[src/rtl/mem_port_pkg.sv]
// Shared types for the memory-port sequencer: FSM states, write phases and default sizes.
package mem_port_pkg;

   localparam int unsigned DefAddrW = 10;
   localparam int unsigned DefDataW = 12;
   localparam int unsigned DefDepth = 1024;

   typedef enum logic [3:0] {
      StClrAl,
      StClrDl,
      StClrAu,
      StClrDu,
      StHold,
      StWrAl,
      StWrDl,
      StWrAu,
      StWrDu,
      StRun
   } state_e;

   typedef enum logic [1:0] {
      PhAl,
      PhDl,
      PhAu,
      PhDu
   } phase_e;

   // Clear and write states share one phase sequence; idle states map to PhAl.
   function automatic phase_e state_phase(state_e st);
      unique case (st)
         StClrDl, StWrDl: return PhDl;
         StClrAu, StWrAu: return PhAu;
         StClrDu, StWrDu: return PhDu;
         default:         return PhAl;
      endcase
   endfunction

endpackage

[src/rtl/mem_port_sequencer_if.sv]
// Loader, CPU and memory-side signals of the multiplexed memory port.
interface mem_port_sequencer_if #(
   parameter int unsigned ADDR_W = 10,
   parameter int unsigned DATA_W = 12
);

   logic              ld_valid;
   logic              ld_ready;
   logic [ADDR_W-1:0] ld_addr;
   logic [DATA_W-1:0] ld_data;
   logic              cpu_release;
   logic [ADDR_W-1:0] cpu_addr_data;
   logic              cpu_read_write;
   logic              cpu_write_commit;
   logic [ADDR_W-1:0] mem_addr_data;
   logic              mem_read_write;
   logic              mem_write_commit;

   modport master (
      output ld_valid, ld_addr, ld_data, cpu_release,
      output cpu_addr_data, cpu_read_write, cpu_write_commit,
      input  ld_ready, mem_addr_data, mem_read_write, mem_write_commit
   );

   modport slave (
      input  ld_valid, ld_addr, ld_data, cpu_release,
      input  cpu_addr_data, cpu_read_write, cpu_write_commit,
      output ld_ready, mem_addr_data, mem_read_write, mem_write_commit
   );

endinterface

[src/rtl/mem_phase_mux.sv]
// Drives one phase of the four-phase word write from an address/data operand pair.
module mem_phase_mux
   import mem_port_pkg::*;
#(
   parameter int unsigned ADDR_W = DefAddrW,
   parameter int unsigned DATA_W = DefDataW
) (
   input  logic              active_i,
   input  phase_e            phase_i,
   input  logic [ADDR_W-1:0] addr_i,
   input  logic [DATA_W-1:0] data_i,
   output logic [ADDR_W-1:0] addr_data_o,
   output logic              read_write_o,
   output logic              write_commit_o
);

   localparam int unsigned HalfW = DATA_W / 2;

   always_comb begin
      addr_data_o    = '0;
      read_write_o   = 1'b0;
      write_commit_o = 1'b0;
      if (active_i) begin
         read_write_o   = 1'b1;
         write_commit_o = 1'b1;
         unique case (phase_i)
            PhAl, PhAu: addr_data_o = addr_i;
            PhDl:       addr_data_o = ADDR_W'(data_i[HalfW-1:0]);
            PhDu:       addr_data_o = ADDR_W'(data_i[HalfW +: HalfW]);
            default:    addr_data_o = '0;
         endcase
      end
   end

endmodule

[src/rtl/mem_port_sequencer.sv]
// Owns the multiplexed memory port: zero-fill after reset, UART loader writes, then CPU hand-off.
module mem_port_sequencer
   import mem_port_pkg::*;
#(
   parameter int unsigned ADDR_W   = DefAddrW,
   parameter int unsigned DATA_W   = DefDataW,
   parameter int unsigned DEPTH    = DefDepth,
   parameter bit          CLEAR_EN = 1'b1
) (
   input  logic                 clk,
   input  logic                 rst_n,
   mem_port_sequencer_if.slave  port_io,
   output logic                 cpu_rst_o,
   output logic                 busy_o,
   output logic [7:0]           frames_done_o
);

   localparam state_e            StReset  = CLEAR_EN ? StClrAl : StHold;
   localparam logic [ADDR_W-1:0] LastAddr = ADDR_W'(DEPTH - 1);

   state_e            state_q, state_d;
   logic [ADDR_W-1:0] clr_addr_q, clr_addr_d;
   logic [7:0]        frames_q, frames_d;
   logic [ADDR_W-1:0] buf_addr_q, buf_addr_d;
   logic [DATA_W-1:0] buf_data_q, buf_data_d;
   logic              rel_pend_q, rel_pend_d;

   logic              is_clr, is_wr, is_idle, ld_ready, accept;
   logic [ADDR_W-1:0] mux_addr_data;
   logic              mux_read_write, mux_write_commit;

   always_ff @(posedge clk or negedge rst_n) begin
      if (!rst_n) begin
         state_q    <= StReset;
         clr_addr_q <= '0;
         frames_q   <= '0;
         buf_addr_q <= '0;
         buf_data_q <= '0;
         rel_pend_q <= 1'b0;
      end else begin
         state_q    <= state_d;
         clr_addr_q <= clr_addr_d;
         frames_q   <= frames_d;
         buf_addr_q <= buf_addr_d;
         buf_data_q <= buf_data_d;
         rel_pend_q <= rel_pend_d;
      end
   end

   always_comb begin
      is_clr  = (state_q inside {StClrAl, StClrDl, StClrAu, StClrDu});
      is_wr   = (state_q inside {StWrAl, StWrDl, StWrAu, StWrDu});
      is_idle = (state_q == StHold) || (state_q == StRun);
      // Gate with rst_n so the port reads idle while reset is held in any start state.
      ld_ready = rst_n && is_idle;
      accept   = port_io.ld_valid && ld_ready;
   end

   always_comb begin
      state_d    = state_q;
      clr_addr_d = clr_addr_q;
      frames_d   = frames_q;
      buf_addr_d = buf_addr_q;
      buf_data_d = buf_data_q;
      rel_pend_d = rel_pend_q;

      unique case (state_q)
         StClrAl: state_d = StClrDl;
         StClrDl: state_d = StClrAu;
         StClrAu: state_d = StClrDu;
         StClrDu: begin
            if (clr_addr_q == LastAddr) begin
               state_d = StHold;
            end else begin
               clr_addr_d = clr_addr_q + 1'b1;
               state_d    = StClrAl;
            end
         end
         StHold: begin
            if (accept) begin
               buf_addr_d = port_io.ld_addr;
               buf_data_d = port_io.ld_data;
               state_d    = StWrAl;
               // Frame wins a tie; the release waits until the write completes.
               if (port_io.cpu_release) rel_pend_d = 1'b1;
            end else if (port_io.cpu_release || rel_pend_q) begin
               rel_pend_d = 1'b0;
               state_d    = StRun;
            end
         end
         StWrAl: state_d = StWrDl;
         StWrDl: state_d = StWrAu;
         StWrAu: state_d = StWrDu;
         StWrDu: begin
            frames_d = frames_q + 8'd1;
            if (rel_pend_q || port_io.cpu_release) begin
               rel_pend_d = 1'b0;
               state_d    = StRun;
            end else begin
               state_d = StHold;
            end
         end
         StRun: begin
            if (accept) begin
               buf_addr_d = port_io.ld_addr;
               buf_data_d = port_io.ld_data;
               state_d    = StWrAl;
            end
         end
         default: state_d = StReset;
      endcase

      if ((is_clr || (is_wr && state_q != StWrDu)) && port_io.cpu_release) begin
         rel_pend_d = 1'b1;
      end
   end

   mem_phase_mux #(
      .ADDR_W(ADDR_W),
      .DATA_W(DATA_W)
   ) u_phase_mux (
      .active_i      (rst_n && (is_clr || is_wr)),
      .phase_i       (state_phase(state_q)),
      .addr_i        (is_wr ? buf_addr_q : clr_addr_q),
      .data_i        (is_wr ? buf_data_q : '0),
      .addr_data_o   (mux_addr_data),
      .read_write_o  (mux_read_write),
      .write_commit_o(mux_write_commit)
   );

   always_comb begin
      port_io.ld_ready         = ld_ready;
      port_io.mem_addr_data    = mux_addr_data;
      port_io.mem_read_write   = mux_read_write;
      port_io.mem_write_commit = mux_write_commit;
      if (state_q == StRun) begin
         port_io.mem_addr_data    = port_io.cpu_addr_data;
         port_io.mem_read_write   = port_io.cpu_read_write;
         port_io.mem_write_commit = port_io.cpu_write_commit;
      end
      cpu_rst_o     = (state_q != StRun);
      busy_o        = !is_idle;
      frames_done_o = frames_q;
   end

endmodule

[src/flat_wrapper.sv]
// flat-port wrapper written by rule: the top's interface ports become plain ports
module mem_port_sequencer_flat import mem_port_pkg::*;
#(
   parameter int unsigned ADDR_W   = DefAddrW,
   parameter int unsigned DATA_W   = DefDataW,
   parameter int unsigned DEPTH    = DefDepth,
   parameter bit          CLEAR_EN = 1'b1
)
  (clk, rst_n, cpu_rst_o, busy_o, frames_done_o, port_io_ld_valid, port_io_ld_addr, port_io_ld_data, port_io_cpu_release, port_io_cpu_addr_data, port_io_cpu_read_write, port_io_cpu_write_commit, port_io_ld_ready, port_io_mem_addr_data, port_io_mem_read_write, port_io_mem_write_commit);
  mem_port_sequencer_if #(.ADDR_W(ADDR_W), .DATA_W(DATA_W)) port_io_i ();
  input  logic clk;
  input  logic rst_n;
  output logic cpu_rst_o;
  output logic busy_o;
  output logic [7:0] frames_done_o;
  input wire logic [$bits(port_io_i.ld_valid)-1:0] port_io_ld_valid;
  input wire logic [$bits(port_io_i.ld_addr)-1:0] port_io_ld_addr;
  input wire logic [$bits(port_io_i.ld_data)-1:0] port_io_ld_data;
  input wire logic [$bits(port_io_i.cpu_release)-1:0] port_io_cpu_release;
  input wire logic [$bits(port_io_i.cpu_addr_data)-1:0] port_io_cpu_addr_data;
  input wire logic [$bits(port_io_i.cpu_read_write)-1:0] port_io_cpu_read_write;
  input wire logic [$bits(port_io_i.cpu_write_commit)-1:0] port_io_cpu_write_commit;
  output wire logic [$bits(port_io_i.ld_ready)-1:0] port_io_ld_ready;
  output wire logic [$bits(port_io_i.mem_addr_data)-1:0] port_io_mem_addr_data;
  output wire logic [$bits(port_io_i.mem_read_write)-1:0] port_io_mem_read_write;
  output wire logic [$bits(port_io_i.mem_write_commit)-1:0] port_io_mem_write_commit;
  assign port_io_i.ld_valid = port_io_ld_valid;
  assign port_io_i.ld_addr = port_io_ld_addr;
  assign port_io_i.ld_data = port_io_ld_data;
  assign port_io_i.cpu_release = port_io_cpu_release;
  assign port_io_i.cpu_addr_data = port_io_cpu_addr_data;
  assign port_io_i.cpu_read_write = port_io_cpu_read_write;
  assign port_io_i.cpu_write_commit = port_io_cpu_write_commit;
  assign port_io_ld_ready = port_io_i.ld_ready;
  assign port_io_mem_addr_data = port_io_i.mem_addr_data;
  assign port_io_mem_read_write = port_io_i.mem_read_write;
  assign port_io_mem_write_commit = port_io_i.mem_write_commit;
  mem_port_sequencer #(.ADDR_W(ADDR_W), .DATA_W(DATA_W), .DEPTH(DEPTH), .CLEAR_EN(CLEAR_EN)) u_core (.clk(clk), .rst_n(rst_n), .port_io(port_io_i), .cpu_rst_o(cpu_rst_o), .busy_o(busy_o), .frames_done_o(frames_done_o));
endmodule
[config.mk]
export PLATFORM = sky130hd
export DESIGN_NAME = mem_port_sequencer_flat
export DESIGN_NICKNAME = d
export VERILOG_FILES = /design/src/rtl/mem_port_pkg.sv /design/src/rtl/mem_port_sequencer_if.sv /design/src/rtl/mem_phase_mux.sv /design/src/rtl/mem_port_sequencer.sv /design/src/flat_wrapper.sv
export SDC_FILE = /design/constraint.sdc
export NUM_CORES = 1
export LEC_CHECK = 0
export BUFFER_PORTS_ARGS = -buffer_cell sky130_fd_sc_hd__clkbuf_2
export CELL_PAD_IN_SITES_DETAIL_PLACEMENT = 2
export CELL_PAD_IN_SITES_GLOBAL_PLACEMENT = 2
export CORE_MARGIN = 1.5
export CORE_UTILIZATION = 34
export DETAILED_ROUTE_END_ITERATION = 6
export PLACE_DENSITY = 0.84
export REMOVE_ABC_BUFFERS = 1
export SETUP_SLACK_MARGIN = 0.05
export SLEW_MARGIN = 20
export SYNTH_ARGS = -nofsm -noshare
export SYNTH_HDL_FRONTEND = slang
export SYNTH_SLANG_ARGS = --single-unit
[constraint.sdc]
create_clock -name clk -period 2.9 [get_ports clk]
set_clock_uncertainty 0.2 [all_clocks]
set_input_delay 0.58 -clock clk [delete_from_list [all_inputs] [get_ports clk]]
set_output_delay 0.58 -clock clk [all_outputs]
set_load 0.02 [all_outputs]
== Yosys cells after proc, flatten, opt, wreduce, memory -nomap -nowiden ==
Index checks and enable logic that the tools add are counted.
Word-level totals
  register bits after elaboration: 45
  input port bits: 38
  output and inout bits: 23
  logic and storage cells: 71
Operators by class
  add/sub/neg operators: 2
  equal/unequal tests: 18
  muxes and demuxes: 20
  bitwise operators: 1
  reductions and logical operators: 24
Operators with widths (count)
  $pmux 4 s10: 1
  $mux 10: 3
  $pmux 10 s3: 1
  $eq 4x3->1 const B: 4
  $mux 4: 4
  $mux 12: 1
  $ne 4x4->1 const B: 3
  $add 10x1->10 const B: 1
  $eq 10x10->1 const B: 1
  $reduce_or 2->1: 5
  $add 8x1->8 const B: 1
  $eq 4x2->1 const B: 2
  $eq 4x4->1 const B: 2
  $reduce_and 2->1: 4
  $reduce_bool 4->1: 2
  $mux 1: 7
  $pmux 2 s3: 1
  $logic_and 1x1->1: 5
  $eq 2x2->1 const B: 2
  $eq 4x1->1 const B: 1
  $logic_not 4->1: 1
  $logic_or 1x1->1: 4
  $mux 3: 1
  $ne 3x2->1 const B: 1
  other kinds (7): 7

== Logic depth before layout (Yosys ltp) ==
  word-level depth: 8
  mapped depth: 6
  depth with buffers taken out: 5

== Cells and area by module ==
From an unflattened synthesis, not the netlist that was laid out.
Unflattened totals
  cell total of the unflattened synthesis: 243
  area total of the unflattened synthesis: 2673.8 um^2
By module, submodules not included
  mem_port_sequencer: instances 1, cells an instance 216, area an instance 2491.1 um^2, seq. area each 1126.1 um^2
  mem_phase_mux: instances 1, cells an instance 27, area an instance 182.7 um^2, seq. area each 0.0 um^2

== Worst setup path before layout ==
OpenSTA, ideal clock, no wires.
  path type: reg-to-output
  start point: register u_core.state_q[1]
  end point: output port_io_mem_addr_data[5]
  arrival: 1.755 ns
  required time: 2.120 ns
  slack: 0.365 ns
  stages on the path, launching flop included: 6
  path buffers: 1
  path through: dfrtp_1 -> or4b_1 -> buf_2 -> o21ai_4 -> a222oi_1 -> a21oi_1
On the way
  longest elaborated chain between the ends: 8
  elaborated cells on any way between the ends: 27
  those cells by class: eq/ne (11); mux (6); reduce/logical (10)
RTL lines
  start: declaration: RTL line mem_port_sequencer.sv:21  | state_e state_q, state_d;
  start signal: assignment: RTL line mem_port_sequencer.sv:34  | state_q <= StReset;
  start signal: assignment: RTL line mem_port_sequencer.sv:41  | state_q <= state_d;
  $eq 4x4->1 (tied with other cells): RTL line mem_port_pkg.sv:30, mem_port_sequencer.sv:52
  $reduce_or 2->1: RTL line mem_port_pkg.sv:30  | unique case (st)
  $pmux 2 s3: RTL line mem_port_pkg.sv:30
  $eq 2x2->1 / $logic_not 2->1 (equally long branches): RTL line mem_phase_mux.sv:26  | unique case (phase_i)
  $reduce_or 2->1: RTL line mem_phase_mux.sv:26
  $pmux 10 s3: RTL line mem_phase_mux.sv:26
  $mux 10: RTL line mem_phase_mux.sv:23  | if (active_i) begin
  $mux 10 *: RTL line mem_port_sequencer.sv:136  | if (state_q == StRun) begin
  end: declaration: RTL line flat_wrapper.sv:24  | output wire logic [$bits(port_io_i.mem_addr_data)-1:0] port_io_mem_addr_data;
Mark *: on every way between the ends. The rest lies on a longest branch, timed or not.

== Worst setup path after layout ==
  start point: register u_core.state_q[3]
  end point: output port_io_mem_addr_data[5]
Same word-level chain as after synthesis.

==> flow_summary.ini <==
[job]
cap_viol_max_count = 0

[route]
postRouteAntennaNets = 0
drt_iter0_drc = 145
dr.pass1.iters = 5
via_per_inst = 5.412
dr_total_vias = 2300
drc = 0
finalWirelength_mm = 8.733
wl_per_cell_microns = 20.55

[pwr]
p_sw_share_pct = 38.70
pwr-share-seq_pct = 40.0
p_int_mw = 1.574
cellPowerDensity_mw_per_mm2 = 761.7
irDropWorstVdd_mv = 0.2974
switchingPower_mw = 0.9937
p_clk_share_pct = 16.8
comb_power_share_pct = 43.2
leakage_nw = 1.533

[clock_network]
cts_tree = yes
clk_pin_slew_ns = 0.09
cts_sinks = 45
clk_latency_ns = 0.31
ctsLongestPathBuffers = 2
cts.hold.buffers_added = 0
root_buffer = clkbuf_8
h-tree-depth = 2
cts_buffers = 5

[logic_synthesis]
netlist_instances = 239
ys.flop_type = dfrtp_1
yosysTopAreaCell = dfrtp_1
synth_edf_count = 0
synth_area_per_cell_sq_um = 10.67
synth_area_sq_mm = 0.002551
synth.top_cell.area_share_pct = 44.14
ys_ff_latch = 45
ys_async_sr_fraction_pct = 100.0
synth_area_leaders = dfrtp_1 (44%), mux2_2 (9.7%), mux2i_1 (6.3%), nand2_1 (2.6%), nor2_1 (2.5%)
yosysSeqAreaShare_pct = 44.14
yosys_warnings = 0
synth_cell_types = 48

[timing]
fmax_mhz = 340.9
hold_violations = 0
fin_tns_setup_ns = -0.03361
finalMaxSlewViolations = 0
setup_viol = 1
whs_ns = 0.04975
worst_slack_ns = -0.03361
rsz0062_at_grt = yes
slew_headroom_pct = 59.47
fin_crit_sh_pct = 101.2
worst_pin_slew_ns = 0.6079
post-route-min-period_ns = 2.934

[floorplanning]
io_pins = 61
die_y_microns = 89.62
start_util_pct = 35.17
num_rows = 31
die_w_microns = 89.62
core_sq_mm = 0.007253
dieArea_sq_mm = 0.008032

[grt]
grt.overflow.total = 0
grt_max_degree = 35
grt_pass1_vias = 2476
grt_pass1_wl_mm = 13.17
track_usage_pct = 22.54
use_met1_pct = 27.30
gr-usage-met3_pct = 4.570
grt_busiest_layer = met2
met2_usage_pct = 38.26
grt_antenna_before_repair = 0

[layout]
final_common_cell = clkbuf_2
antenna_cells = 0
final.fill_count = 786
area_delta_synth_final_pct = 32.12
seqCellArea_sq_mm = 0.001131
final_layout_size_suffix_gt1_share_pct = 43.87
final_cell_mix = clkbuf_2 (50), dfrtp_1 (41), buf_4 (32)
multi_input_area_sq_mm = 0.001378
nNetsFinal = 365
final_area_sq_mm = 0.003371
fin_cells = 425

[placement]
dp_hpwl_mm = 6.048
gp_congestion = 0.7931
numPortBuffers = 60
placedInstanceArea_sq_mm = 0.003057
dp_cells = 401

[critical_path]
r2r_slack_ns = 0.38
end_kind = output pin
critPathLaunchType = flop
required_ns = 2.12
crit_type = flop to output pin
cp_max_fo = 11
cp_data_arrival_time_ns = 2.15

[outcome]
outcome = finished, violations left
violations = setup timing

[min_path]
holdCritPathClass = input port to asynchronous set/reset pin
cell usage after synthesis (2+ instances only):
master and n:
mux2i_1 16, a222oi_1 6, dfrtp_1 45, a2bb2oi_1 5, buf_2 5, nand4bb_1 2
nand3_1 5, or2_2 2, nand2b_1 4, nor3_1 3, ha_1 2, nand2_1 18
xor2_1 5, and2_1 2, a31oi_1 6, mux2_1 3, nor2_1 17, clkbuf_1 4
o31ai_1 3, o21ai_0 6, mux2_2 22, o21ai_1 4, xnor2_1 6, a21oi_1 10
buf_4 3, nand4_1 5, nor2b_1 4, or3_1 2, inv_1 5
metrics by stage:
step                setup slack [ns]  total power, mW  utilization (%)
floorplan                    -0.1866            1.568                -
global placement              0.2746            1.871            42.14
detailed placement            0.2142            1.941            42.14
CTS                         0.008164            2.448            45.04
global route                -0.06184            2.733            46.47
finish                      -0.03361            2.568            46.47
repair_timing:
item | 4_1_cts | 5_1_grt
setup buffers | 8 | 8
endpoints found under the setup margin | 12 | 10
pin swaps | 3 | 6
resized for setup | 14 | 23
sequential cells by signal, summed over array words and instances (netlist names):
name / count
u_core.buf_data_q: 12
u_core.buf_addr_q: 10
u_core.clr_addr_q: 10
u_core.frames_done_o: 8
u_core.state_q: 4
u_core.rel_pend_q: 1
cell families (layout without fill, tap and decap cells):
| logic type | after synthesis | after routing | share of synthesized area (%) |
|---|---|---|---|
| AOI/OAI and AO/OA | 50 | 50 | 14.42 |
| xor gates and xnor gates | 11 | 11 | 3.776 |
| adders and majority gates | 2 | 2 | 0.9807 |
| buffers and inverters | 18 | 105 | 3.335 |
| DFF | 45 | 45 | 44.14 |
| muxes | 41 | 41 | 17.31 |
| and+or+nand+nor | 72 | 72 | 16.04 |
worst paths after layout:
path / from / endpoint / cells after the start
min in group clk: u_core.frames_done_o[7] / u_core.frames_done_o[7] / 1
hold / removal: rst_n / u_core.buf_data_q[11] / 2
setup reg to reg: u_core.state_q[0] / u_core.buf_data_q[11] / 7
setup / recovery: u_core.state_q[3] / port_io_mem_addr_data[5] / 6
hold reg to reg: u_core.frames_done_o[7] / u_core.frames_done_o[7] / 1
max in group asynchronous: rst_n / u_core.state_q[1] / 3
layer usage:
| metal | vias up | wire length [microns] | share of wire (%) |
|---|---|---|---|
| met5 | - | 0 | 0 |
| met4 | 0 | 311 | 3.6 |
| met3 | 20 | 390 | 4.5 |
| met2 | 61 | 4295 | 49 |
| met1 | 1161 | 3736 | 43 |
| li1 | 1058 | - | - |
power by group through the flow:
stage                     clock [mW]  sequential [mW]  combinational, mW
final                          0.431             1.03               1.11
after global routing           0.466             1.06               1.21
after CTS                      0.440             1.01              0.994
after detailed placement           0             1.02              0.922
after global placement             0            0.998              0.873
after floorplan                    0             1.00              0.568
cell type report:
class / count / area share [%]
multi-input combinational: 176 / 40.87
sequential: 45 / 33.56
timing repair buffer: 92 / 18.49
tap: 99 / 3.675
clock buffer: 6 / 2.450
inverter: 5 / 0.5568
clock inverter: 2 / 0.4083
critical path: stages, from the launching register on:
cell	delay, ns
dfrtp_2	0.50
nand2b_1	0.19
nor3_1	0.08
buf_4	0.18
a222oi_1	0.59
a21oi_2	0.11
buf_4	0.19
Note: power is estimated with default switching activity, not from simulation.
